<file path="config.mk">
export PLATFORM = sky130hd
export DESIGN_NAME = minsum_scan_ctrl
export DESIGN_NICKNAME = d
export VERILOG_FILES = /design/src/rtl/minsum_pkg.sv /design/src/rtl/minsum_scan_ctrl_skip_addr_counter.sv /design/src/rtl/minsum_scan_ctrl.sv
export SDC_FILE = /design/constraint.sdc
export NUM_CORES = 1
export LEC_CHECK = 0
export ABC_CLOCK_PERIOD_IN_PS = 6100
export CAP_MARGIN = 15
export CELL_PAD_IN_SITES_DETAIL_PLACEMENT = 0
export CELL_PAD_IN_SITES_GLOBAL_PLACEMENT = 1
export CORE_MARGIN = 2
export CORE_UTILIZATION = 46
export DETAILED_ROUTE_END_ITERATION = 8
export PLACE_DENSITY_LB_ADDON = 0.12
export SYNTH_ARGS = -nofsm -noshare
export SYNTH_HDL_FRONTEND = slang
export SYNTH_SLANG_ARGS = --single-unit
</file>
<file path="constraint.sdc">
create_clock -name clk -period 6.1 [get_ports clk]
set_clock_uncertainty 0.15 [all_clocks]
set_input_delay 0.915 -clock clk [delete_from_list [all_inputs] [get_ports clk]]
set_output_delay 0.915 -clock clk [all_outputs]
set_load 0.02 [all_outputs]
</file>
<file path="src/rtl/minsum_pkg.sv">
// Shared types and helpers for the min-sum check-node scan controller.
package minsum_pkg;

    typedef enum logic [1:0] {
        IDLE  = 2'd0,
        PASS1 = 2'd1,
        PASS2 = 2'd2,
        DONE  = 2'd3
    } state_e;

    // All-ones magnitude used to preload the running minimum registers.
    function automatic int unsigned mag_max(input int unsigned mag_w);
        return (32'd1 << mag_w) - 32'd1;
    endfunction

    function automatic int unsigned idx_w(input int unsigned deg);
        return (deg > 1) ? $clog2(deg) : 1;
    endfunction

endpackage

</file>
<file path="src/rtl/minsum_scan_ctrl_skip_addr_counter.sv">
// Read-address counter that steps over one excluded index and flags the last address.
module skip_addr_counter #(
    parameter int unsigned DEG   = 4,
    parameter int unsigned IDX_W = 2
) (
    input  logic             clk,
    input  logic             rst_n,
    input  logic             i_load,
    input  logic             i_en,
    input  logic             i_skip_en,
    input  logic [IDX_W-1:0] i_skip_idx,
    output logic [IDX_W-1:0] o_count,
    output logic             o_last_c
);

    localparam logic [IDX_W-1:0] LAST      = IDX_W'(DEG - 1);
    localparam logic [IDX_W-1:0] NEXT_LAST = IDX_W'(DEG - 2);

    logic [IDX_W-1:0] r_count;
    logic [IDX_W-1:0] w_first;
    logic [IDX_W-1:0] w_inc1;
    logic [IDX_W-1:0] w_next;

    // Wrap of w_inc1 only happens past the last address, where the counter never advances.
    always_comb begin
        w_first  = (i_skip_en && (i_skip_idx == '0)) ? IDX_W'(1) : '0;
        w_inc1   = r_count + IDX_W'(1);
        w_next   = w_inc1;
        if (i_skip_en && (w_inc1 == i_skip_idx)) begin
            w_next = w_inc1 + IDX_W'(1);
        end
        o_last_c = (r_count == LAST) ||
                   (i_skip_en && (i_skip_idx == LAST) && (r_count == NEXT_LAST));
    end

    always_ff @(posedge clk or negedge rst_n) begin
        if (!rst_n) begin
            r_count <= '0;
        end else if (i_load) begin
            r_count <= w_first;
        end else if (i_en) begin
            r_count <= w_next;
        end
    end

    assign o_count = r_count;

endmodule

</file>
<file path="src/rtl/minsum_scan_ctrl.sv">
// Two-pass min-sum check-node scan: pass 1 finds min1/index/sign product, pass 2 finds min2.
module minsum_scan_ctrl
    import minsum_pkg::*;
#(
    parameter int unsigned DEG   = 4,
    parameter int unsigned MAG_W = 4
) (
    input  logic                  clk,
    input  logic                  reset,
    input  logic                  start,
    output logic                  busy,
    output logic                  done,
    output logic                  rd_en,
    output logic [idx_w(DEG)-1:0] rd_addr,
    input  logic [MAG_W:0]        rd_data,
    output logic [MAG_W-1:0]      min1,
    output logic [MAG_W-1:0]      min2,
    output logic [idx_w(DEG)-1:0] min1_idx,
    output logic                  sign_prod
);

    localparam int unsigned      IDX_W    = idx_w(DEG);
    localparam logic [MAG_W-1:0] MAG_ONES = MAG_W'(mag_max(MAG_W));

    state_e             r_state;
    state_e             w_state_nxt;
    logic               r_rd_en;
    logic               r_rd_vld;
    logic [IDX_W-1:0]   r_vld_idx;
    logic [MAG_W-1:0]   r_wk_min1;
    logic [MAG_W-1:0]   r_wk_min2;
    logic [IDX_W-1:0]   r_wk_idx;
    logic               r_wk_sign;

    logic               w_rd_en_nxt;
    logic               w_load;
    logic               w_adv;
    logic               w_init;
    logic               w_skip_en;
    logic               w_last;
    logic [IDX_W-1:0]   w_addr;
    logic               w_sign;
    logic [MAG_W-1:0]   w_mag;
    logic               w_p1_hit;
    logic [IDX_W-1:0]   w_idx_nxt;

    assign w_sign = rd_data[MAG_W];
    assign w_mag  = rd_data[MAG_W-1:0];

    // The pass-1 drain word may still move min1, so the skip index is taken pre-register.
    always_comb begin
        w_p1_hit  = (r_state == PASS1) && r_rd_vld && (w_mag < r_wk_min1);
        w_idx_nxt = w_p1_hit ? r_vld_idx : r_wk_idx;
        w_skip_en = (r_state == PASS2) || ((r_state == PASS1) && !r_rd_en);
    end

    skip_addr_counter #(
        .DEG   (DEG),
        .IDX_W (IDX_W)
    ) u_addr (
        .clk        (clk),
        .rst_n      (reset),
        .i_load     (w_load),
        .i_en       (w_adv),
        .i_skip_en  (w_skip_en),
        .i_skip_idx (w_idx_nxt),
        .o_count    (w_addr),
        .o_last_c   (w_last)
    );

    always_comb begin
        w_state_nxt = r_state;
        w_rd_en_nxt = 1'b0;
        w_load      = 1'b0;
        w_adv       = 1'b0;
        w_init      = 1'b0;
        case (r_state)
            IDLE: begin
                if (start) begin
                    w_state_nxt = PASS1;
                    w_load      = 1'b1;
                    w_rd_en_nxt = 1'b1;
                    w_init      = 1'b1;
                end
            end
            PASS1: begin
                if (r_rd_en) begin
                    if (!w_last) begin
                        w_adv       = 1'b1;
                        w_rd_en_nxt = 1'b1;
                    end
                end else begin
                    w_state_nxt = PASS2;
                    w_load      = 1'b1;
                    w_rd_en_nxt = 1'b1;
                end
            end
            PASS2: begin
                if (r_rd_en) begin
                    if (!w_last) begin
                        w_adv       = 1'b1;
                        w_rd_en_nxt = 1'b1;
                    end
                end else begin
                    w_state_nxt = DONE;
                end
            end
            DONE: begin
                w_state_nxt = IDLE;
            end
            default: begin
                w_state_nxt = IDLE;
            end
        endcase
    end

    always_ff @(posedge clk or negedge reset) begin
        if (!reset) begin
            r_state   <= IDLE;
            r_rd_en   <= 1'b0;
            r_rd_vld  <= 1'b0;
            r_vld_idx <= '0;
            busy      <= 1'b0;
            done      <= 1'b0;
        end else begin
            r_state   <= w_state_nxt;
            r_rd_en   <= w_rd_en_nxt;
            r_rd_vld  <= r_rd_en;
            r_vld_idx <= w_addr;
            busy      <= (w_state_nxt == PASS1) || (w_state_nxt == PASS2);
            done      <= (r_state == DONE);
        end
    end

    // Running minima and sign accumulator, fed one cycle behind the read strobe.
    always_ff @(posedge clk or negedge reset) begin
        if (!reset) begin
            r_wk_min1 <= '0;
            r_wk_min2 <= '0;
            r_wk_idx  <= '0;
            r_wk_sign <= 1'b0;
        end else if (w_init) begin
            r_wk_min1 <= MAG_ONES;
            r_wk_min2 <= MAG_ONES;
            r_wk_idx  <= '0;
            r_wk_sign <= 1'b0;
        end else if (r_rd_vld) begin
            if (r_state == PASS1) begin
                r_wk_sign <= r_wk_sign ^ w_sign;
                if (w_p1_hit) begin
                    r_wk_min1 <= w_mag;
                    r_wk_idx  <= r_vld_idx;
                end
            end else if ((r_state == PASS2) && (w_mag < r_wk_min2)) begin
                r_wk_min2 <= w_mag;
            end
        end
    end

    always_ff @(posedge clk or negedge reset) begin
        if (!reset) begin
            min1      <= '0;
            min2      <= '0;
            min1_idx  <= '0;
            sign_prod <= 1'b0;
        end else if (r_state == DONE) begin
            min1      <= r_wk_min1;
            min2      <= r_wk_min2;
            min1_idx  <= r_wk_idx;
            sign_prod <= r_wk_sign;
        end
    end

    assign rd_en   = r_rd_en;
    assign rd_addr = w_addr;

endmodule

</file>
Word level (Yosys, flattened, before mapping) --
Index checks and enable logic that the tools add are counted.
Word-level totals: flip-flop bits (word level) 32, bits in latches 0, RAM bits 0, bits in read-only memories 0, input port bits 8, output and inout port bits 16, word-level logic and storage cells 85, memories kept 0
Cells by class: add/subtract/negate cells 2, multipliers 0, div/mod/pow operators 0, magnitude comparators 2, equality and inequality tests 10, shift operators 0, muxes and demuxes 32, bitwise logic cells 1, reductions and logical operators 23
Operator list (count):
- $mux W4 | 8
- $mux W2 | 10
- $eq A2 B2 Y1 const B | 6
- $mux W1 | 11
- $reduce_bool A2 Y1 | 5
- $logic_and A1 B1 Y1 | 8
- $lt A4 B4 Y1 | 2
- $pmux W2 S4 | 1
- $reduce_and A3 Y1 | 2
- $add A2 B1 Y2 const B | 2
- $eq A2 B1 Y1 const B | 2
- $logic_not A2 Y1 | 2
- $logic_or A1 B1 Y1 | 3
- $pmux W1 S3 | 1
- $eq A2 B2 Y1 | 1
- $ne A2 B2 Y1 const B | 1
- $pmux W1 S2 | 1
- $reduce_and A2 Y1 | 1
- $reduce_or A2 Y1 | 1
- $logic_not A1 Y1 | 1
- $xor A1 B1 Y1 | 1

Logic depth before layout (Yosys ltp) --
Gate-level depths: netlist of the first run.
depth in word-level cells 13, depth in mapped cells 8, gate-level depth less buffers 8

Cells and area by module --
Synthesis of the first run repeated with hierarchy kept, for this count alone.
Second synthesis, totals: cells, all modules 161, area total of the unflattened synthesis 1721.7 µm²
By module, submodules not included:
- minsum_scan_ctrl | instances 1, cells an instance 143, area an instance 1555.2 µm²
- skip_addr_counter | instances 1, cells an instance 18, area an instance 166.4 µm²

Worst setup path before layout of the first run --
No wires, ideal clock.
path kind input port to flip-flop, start point in rd_data[1], end point reg u_addr.r_count[1] (netlist: u_addr.o_count[1]), library setup time 0.094 ns, arrival 2.349 ns, setup slack 3.507 ns, cell stages on the path 7, cell sequence ha_1 > or3b_1 > o2111ai_1 > and3_1 > o21ai_2 > mux2i_1 > a211oi_1
On the way: cells in the longest elaborated chain, start to end 11, elaborated cells between the ends (all ways) 16, those cells by class order compare (1); eq/ne (2); mux (7); reduce/logical (6)
Ends and longest elaborated chain:
- start: declaration | line minsum_scan_ctrl.sv:15 | input logic [MAG_W:0] rd_data,
- $lt A4 B4 Y1 (*) | line minsum_scan_ctrl.sv:52 | w_p1_hit = (r_state == PASS1) && r_rd_vld && (w_mag < r_wk_min1);
- $logic_and A1 B1 Y1 (*) | line minsum_scan_ctrl.sv:52
- $mux W2 (*)
- $eq A2 B2 Y1 | line minsum_scan_ctrl_skip_addr_counter.sv:33 | (i_skip_en && (i_skip_idx == LAST) && (r_count == NEXT_LAST));
- $logic_and A1 B1 Y1 (2 in a row) | line minsum_scan_ctrl_skip_addr_counter.sv:33
- $logic_or A1 B1 Y1 | line minsum_scan_ctrl_skip_addr_counter.sv:32 | o_last_c = (r_count == LAST) ||
- $mux W1 | line minsum_scan_ctrl.sv:88, minsum_scan_ctrl.sv:100
- $mux W1 | line minsum_scan_ctrl.sv:87 | if (r_rd_en) begin
- $mux W1
- $reduce_bool A2 Y1 (no source line)
- end signal: assignment | line minsum_scan_ctrl_skip_addr_counter.sv:40 | r_count <= w_first;
- end signal: assignment | line minsum_scan_ctrl_skip_addr_counter.sv:42 | r_count <= w_next;
- end: declaration | line minsum_scan_ctrl_skip_addr_counter.sv:19 | logic [IDX_W-1:0] r_count;
Mark *: on every way between the ends. The rest lies on a longest branch, timed or not. The select of a mux whose other input is x is not followed. A chain may end at the register's enable or synchronous reset.

Final worst setup path of the first run --
Ends and elaborated chain as after synthesis.

==> run_results.csv, run 1 <==
group,metric,value,unit
power_and_ir_drop,leakage,0.928,nW
critical_path,path_max_fanout,6,
critical_path,end_kind,"register",
timing,setup_violations,0,
critical_path,critPathLaunchType,"input pin",
place,hpwl,2610,µm
timing,hold_violations,0,
timing,slew_headroom,60.3,%
floorplan,die_w,64.9,µm
timing,period_needed,3.04,ns
route,drc,0,
timing,min_period_over_period,49.9,%
power_and_ir_drop,p_sw,0.000451,W
synthesis,synth_top_family_by_area,"compound AO/OA/AOI/OAI gates",
clock_tree,clockBufferDepth,2,
power_and_ir_drop,power_density,529,mW/mm²
synthesis,ys_seq_elements,32,
timing,setup_ws,3.06,ns
finish,drive_gt1_share,15.3,%
synthesis,syn_area,0.00170,mm²
power_and_ir_drop,power.internal,0.000653,W
finish,fin_nets,203,
route,vias_per_cell,5.43,
timing,fin_hold_ws,0.323,ns
timing,maxSlewViolCount,0,
synthesis,yosys.area_share.simple,11.2,%
clock_tree,clk_latency,0.28,ns
critical_path,crit_arrival,3.08,ns
route,ant_nets,0,
floorplan,die_area,0.00421,mm²
global_routing,grt_start_max_net_pins,33,
clock_tree,cts_hold_buf,0,
power_and_ir_drop,peakVddDrop,0.253,mV
synthesis,synth-warning-count,0,
clock_tree,cts_buffers,5,
synthesis,synthCells,153,
synthesis,yosysUniqueCellTypes,39,
synthesis,syn_nets,174,
clock_tree,root_buffer,"clkbuf_8",
global_routing,grt_pass1_wl,6190,µm
critical_path,r2r_end,"u_addr.o_count[0]$_DFFE_PN0P_",
global_routing,track_usage,19.7,%
critical_path,r2r_start,"r_state[1]$_DFF_PN0_",
worst_hold_path,min_to,"r_vld_idx[1]$_DFF_PN0_",
timing,fin_setup_tns,0,ns
route,wl_per_cell,15.0,µm
critical_path,cp.required,6.14,ns
finish,areaGrowthSynthToFinish,22.5,%
critical_path,r2r_cells,8,
synthesis,synth_ff_type,"dfrtp_1",
synthesis,synth_edf_count,0,
worst_hold_path,hold_start,"u_addr.o_count[1]$_DFFE_PN0P_",
worst_hold_path,whs_path_depth,0,
run_status,outcome,"finished clean",
finish,final_cell_mix,"dfrtp_1, clkdlybuf4s50_1, nand2_1, ha_1",
global_routing,grt_antenna_before_repair,0,
clock_tree,cts_resized,0,
floorplan,floorplan.initialDensity,47.3,%
timing,tightest_slew,0.595,ns
floorplan,rows,22,
worst_hold_path,hp-class,"reg -> reg",
timing,max_freq,329,MHz
timing,grt_setup_unrepaired,"no",
floorplan,core-area,0.00361,mm²
route,detail_route.first_pass.iterations,4,
floorplan,die_h,64.9,µm
route,vias,1254,
run,cap_violations,0,
route,drt-total-wl,3460,µm
synthesis,synthXorXnorAreaFrac,1.03,%
global_routing,grt_overflow,0,
synthesis,muxShareOfSynthArea,10.2,%
clock_tree,tritoncts,"built",
power_and_ir_drop,seqPwrFrac,34.0,%
route,wl_met1,1590,µm
synthesis,synth_compound_area_share,18.0,%
place,dp.cells,223,
synthesis,synth.yosys.seq_area_share,47.0,%
synthesis,yosysTopAreaCell,"dfrtp_1",
floorplan,ioPinCount,24,
power_and_ir_drop,p_sw_share,40.9,%
place,port_buffers,23,
route,top_layer,"met4",
clock_tree,htree_levels,2,
route,first_iter_violations,49,
route,met3_length,153,µm
finish,fin_cells,231,
power_and_ir_drop,p_comb_share,51.0,%
power_and_ir_drop,clock_power_share,14.9,%
route,dr_wl_met2,1650,µm
global_routing,first_global_vias,1347,
synthesis,synthAdderAreaFrac,9.54,%
critical_path,ff2ff_setup_slack,3.77,ns
place,pre_cts_ws,2.80,ns
synthesis,synthArstFlopShare,100,%
critical_path,crit_type,"in -> reg",
clock_tree,cts_setup_buffers,0,
place,gp_congestion,0.897,
synthesis,synth_top_area_share,47.0,%
finish,antenna-diode-count,0,
finish,final_common_cell,"dfrtp_1",
clock_tree,clk_pin_slew,0.06,ns
synthesis,avgSynthCellArea,11.1,µm²
clock_tree,cts_sinks,32,
synthesis,synthTopCellsByArea,"dfrtp_1, ha_1, mux2_2, mux2i_1, nand2_1",
cells by family (layout without fill, tap and decap cells):
family,count (synthesis),in the layout
xor+xnor,2,2
simple gates,39,39
mux,16,16
buf+inv,14,44
flops,32,32
fa+ha+maj,13,13
compound gates,37,37
worst max-delay path by stage:
stage | from | to
detailed placement | rd_data[1] | u_addr.o_count[0]$_DFFE_PN0P_
CTS | rd_data[1] | u_addr.o_count[1]$_DFFE_PN0P_
global route | rd_data[1] | u_addr.o_count[1]$_DFFE_PN0P_
global placement | rd_data[1] | u_addr.o_count[1]$_DFFE_PN0P_
finish | rd_data[1] | u_addr.o_count[1]$_DFFE_PN0P_
floorplan | rd_data[1] | u_addr.o_count[1]$_DFFE_PN0P_
routing by layer:
| layer | global-route usage [%] | up-vias |
|---|---|---|
| met4 | 7.98 | 0 |
| li1 | - | 611 |
| met3 | 4.86 | 6 |
| met2 | 32.7 | 30 |
| met1 | 24.6 | 607 |
| met5 | 0 | - |
layout make-up:
type	instances	area [µm²]
clock buffers	6	82.6
clock inverters	2	10.0
well taps	48	60.1
repair buffers	24	238
fillers	312	1520
multi-input cells	107	851
flip-flops and latches	32	801
inverters	12	45.0
through the flow:
step / power, W / area, µm² / utilization (%)
global placement: 0.000938 / 1990 / 55.3
finish: 0.00110 / 2090 / 57.9
global route: 0.00120 / 2090 / 57.9
floorplan: 0.000757 / 1700 / -
CTS: 0.00112 / 2090 / 57.9
detailed placement: 0.000949 / 1990 / 55.3
power by group through the flow:
stage          Clock (W)  Combinational [W]  Sequential (W)
6_report        0.000165           0.000564        0.000376
5_1_grt         0.000184           0.000626        0.000393
4_1_cts         0.000172           0.000571        0.000377
3_5_place_dp           0           0.000569        0.000380
3_3_place_gp           0           0.000561        0.000378
2_1_floorplan          0           0.000337        0.000420
state kept, by name (all words and copies together), names as in the netlist, 2 cells and up:
signal and flops:
r_vld_idx 2, min2 4, r_state 2, min1 4
r_wk_idx 2, min1_idx 2, r_wk_min1 4, u_addr.o_count 2
r_wk_min2 4
Yosys cell counts, drive strengths merged, types with 2 or more instances:
cell,count
ha,13
dfrtp,32
a211o,2
a21oi,7
nand2,13
or3,2
inv,12
nor3,2
a21o,3
o2111ai,3
mux2,11
o22a,5
o21ai,2
mux2i,5
xor2,2
o211ai,4
nand2b,2
a211oi,4
nor2,13
worst max-delay path, cell delays in order:
cell and delay (ns):
clkdlybuf4s50_1 0.47, ha_1 0.26, or3b_1 0.39, o2111ai_1 0.29, and3_1 0.32, o21ai_2 0.08, mux2i_1 0.12, a211oi_1 0.23
Note: power is estimated with default switching activity, not from simulation.
==> run 2: changes to the inputs <==
--- a/config.mk
+++ b/config.mk
@@ -5,12 +5,12 @@
 export SDC_FILE = /design/constraint.sdc
 export NUM_CORES = 1
 export LEC_CHECK = 0
-export ABC_CLOCK_PERIOD_IN_PS = 6100
+export ABC_CLOCK_PERIOD_IN_PS = 2950
 export CAP_MARGIN = 15
 export CELL_PAD_IN_SITES_DETAIL_PLACEMENT = 0
 export CELL_PAD_IN_SITES_GLOBAL_PLACEMENT = 1
 export CORE_MARGIN = 2
-export CORE_UTILIZATION = 46
+export CORE_UTILIZATION = 42
 export DETAILED_ROUTE_END_ITERATION = 8
 export PLACE_DENSITY_LB_ADDON = 0.12
 export SYNTH_ARGS = -nofsm -noshare
==> constraint.sdc (replaced) <==
create_clock -name clk -period 2.95 [get_ports clk]
set_clock_uncertainty 0.15 [all_clocks]
set_input_delay 0.4425 -clock clk [delete_from_list [all_inputs] [get_ports clk]]
set_output_delay 0.4425 -clock clk [all_outputs]
set_load 0.02 [all_outputs]
==> run 2 against run 1 <==
  * First-iteration DRC count fell by 43%
  * Core utilization fell by 4.6 points
  * Routed wire length rose by 3.5%
  * Hold slack improved by 0.038 ns
  * Total power rose by 110%
  * Critical path depth did not move
  * Cell count rose by 1.7%
  * Design area rose by 0.72%
  * Combinational power rose by 110%
  * Register-to-register slack got worse by 3.1 ns
  * Non-clock buffer count rose by 2
  * Largest power group unchanged
  * Highest routed layer unchanged
==> run_results.csv, run 2 (synthesis gave the netlist of run 1 again) <==
group,metric,value,unit
floorplan,die_area,0.00458,mm²
timing,setup_violations,0,
critical_path,worstPathCellList,"clkdlybuf4s50_1 -> ha_1 -> or3b_1 -> o2111ai_1 -> and3_1 -> o21ai_2 -> mux2i_1 -> a211oi_1",
clock_tree,root_buffer,"clkbuf_8",
global_routing,grt_pass1_wl,5870,µm
timing,max_freq,383,MHz
floorplan,ioPinCount,24,
clock_tree,cts_setup_buffers,0,
critical_path,path_delay_family,"simple AND/OR/NAND/NOR gates",
clock_tree,htree_levels,2,
finish,final_cell_mix,"dfrtp_1, clkdlybuf4s50_1, nand2_1, ha_1",
finish,antenna-diode-count,0,
critical_path,cp.required,2.98,ns
route,vias,1284,
critical_path,r2r_start,"r_state[1]$_DFF_PN0_",
finish,seqCellArea,801,µm²
clock_tree,clk_pin_slew,0.06,ns
timing,grt_setup_unrepaired,"no",
route,drc,0,
clock_tree,clockBufferDepth,2,
worst_hold_path,whs_path_depth,1,
power_and_ir_drop,leakage,0.933,nW
floorplan,die_w,67.7,µm
global_routing,grt_antenna_before_repair,0,
global_routing,first_global_vias,1310,
timing,period_needed,2.61,ns
route,vias_per_cell,5.46,
critical_path,r2r_end,"u_addr.o_count[0]$_DFFE_PN0P_",
clock_tree,clk_latency,0.28,ns
worst_hold_path,min_to,"min1[2]$_DFFE_PN0P_",
finish,areaGrowthSynthToFinish,23.3,%
global_routing,grt_start_max_net_pins,33,
place,gp_congestion,0.870,
run,cap_violations,0,
clock_tree,cts_hold_buf,0,
finish,drive_gt1_share,15.1,%
power_and_ir_drop,finalPower,0.00230,W
critical_path,end_kind,"register",
clock_tree,cts_sinks,32,
floorplan,floorplan.initialDensity,43.2,%
run_status,outcome,"finished clean",
finish,fin_nets,205,
critical_path,r2r_cells,8,
timing,tightest_slew,0.643,ns
clock_tree,cts_buffers,5,
floorplan,rows,23,
place,port_buffers,23,
critical_path,crit_arrival,2.64,ns
clock_tree,cts_resized,0,
timing,slew_headroom,57.2,%
finish,multi_input_area,851,µm²
power_and_ir_drop,peakVddDrop,0.475,mV
timing,maxSlewViolCount,0,
route,first_iter_violations,28,
finish,fillers,348,
floorplan,die_h,67.7,µm
place,hpwl,2650,µm
global_routing,grt_overflow,0,
route,wl_per_cell,15.2,µm
global_routing,track_usage,17.6,%
timing,hold_violations,0,
power_and_ir_drop,power_density,1090,mW/mm²
critical_path,critPathSlowestCell,"clkdlybuf4s50_1",
critical_path,critPathLaunchType,"input pin",
critical_path,critPathBufInv,1,
clock_tree,tritoncts,"built",
critical_path,path_max_fanout,6,
critical_path,critPathMaxStageDelay,0.48,ns
critical_path,ff2ff_setup_slack,0.65,ns
worst_hold_path,hold_start,"min1[2]$_DFFE_PN0P_",
critical_path,crit_type,"in -> reg",
route,drt-total-wl,3580,µm
timing,fin_setup_tns,0,ns
finish,final_common_cell,"dfrtp_1",
worst_hold_path,hp-class,"reg -> reg",
route,detail_route.first_pass.iterations,5,
route,ant_nets,0,
timing,min_period_over_period,88.5,%
floorplan,core-area,0.00394,mm²
==> run 2: final cells by class <==
| type | count | share of cell area (%) |
|---|---|---|
| clock buffer | 8 | 4.29 |
| tap | 50 | 2.98 |
| multi-input combinational | 107 | 40.5 |
| inverter | 12 | 2.14 |
| sequential | 32 | 38.1 |
| timing repair buffer | 26 | 12.0 |
==> run 2: through the flow <==
stage / utilization [%] / hold slack (ns) / instances / cell area, µm² / setup slack (ns)
after floorplan: - / -0.00309 / 153 / 1700 / 0.829
after global placement: 51.0 / 0.331 / 227 / 2010 / 0.184
after detailed placement: 51.0 / 0.342 / 227 / 2010 / 0.0903
after CTS: 53.3 / 0.365 / 235 / 2100 / 0.331
after global routing: 53.3 / 0.380 / 235 / 2100 / 0.223
final: 53.3 / 0.362 / 235 / 2100 / 0.338
==> run 2: layer usage <==
layer / global-route usage (%) / part of all wire [%]
met1: 20.9 / 47
met2: 29.7 / 48
met3: 5.00 / 3.5
met4: 7.14 / 1.1
met5: 0 / 0
==> run 2: power breakdown <==
group | internal [W] | switching (W) | leakage [nW]
Clock | 0.000190 | 0.000152 | 0.0455
Sequential | 0.000632 | 0.000148 | 0.360
Combinational | 0.000540 | 0.000637 | 0.527
==> run 2: worst max-delay path by stage <==
stage | slack, ns | start | cells past startpoint | end
2_1_floorplan | 0.83 | rd_data[1] | 7 | u_addr.o_count[1]$_DFFE_PN0P_
3_3_place_gp | 0.18 | rd_data[1] | 8 | u_addr.o_count[1]$_DFFE_PN0P_
3_5_place_dp | 0.09 | rd_data[1] | 8 | u_addr.o_count[1]$_DFFE_PN0P_
4_1_cts | 0.33 | rd_data[1] | 8 | u_addr.o_count[1]$_DFFE_PN0P_
5_1_grt | 0.22 | rd_data[1] | 8 | u_addr.o_count[1]$_DFFE_PN0P_
6_report | 0.34 | rd_data[1] | 8 | u_addr.o_count[1]$_DFFE_PN0P_
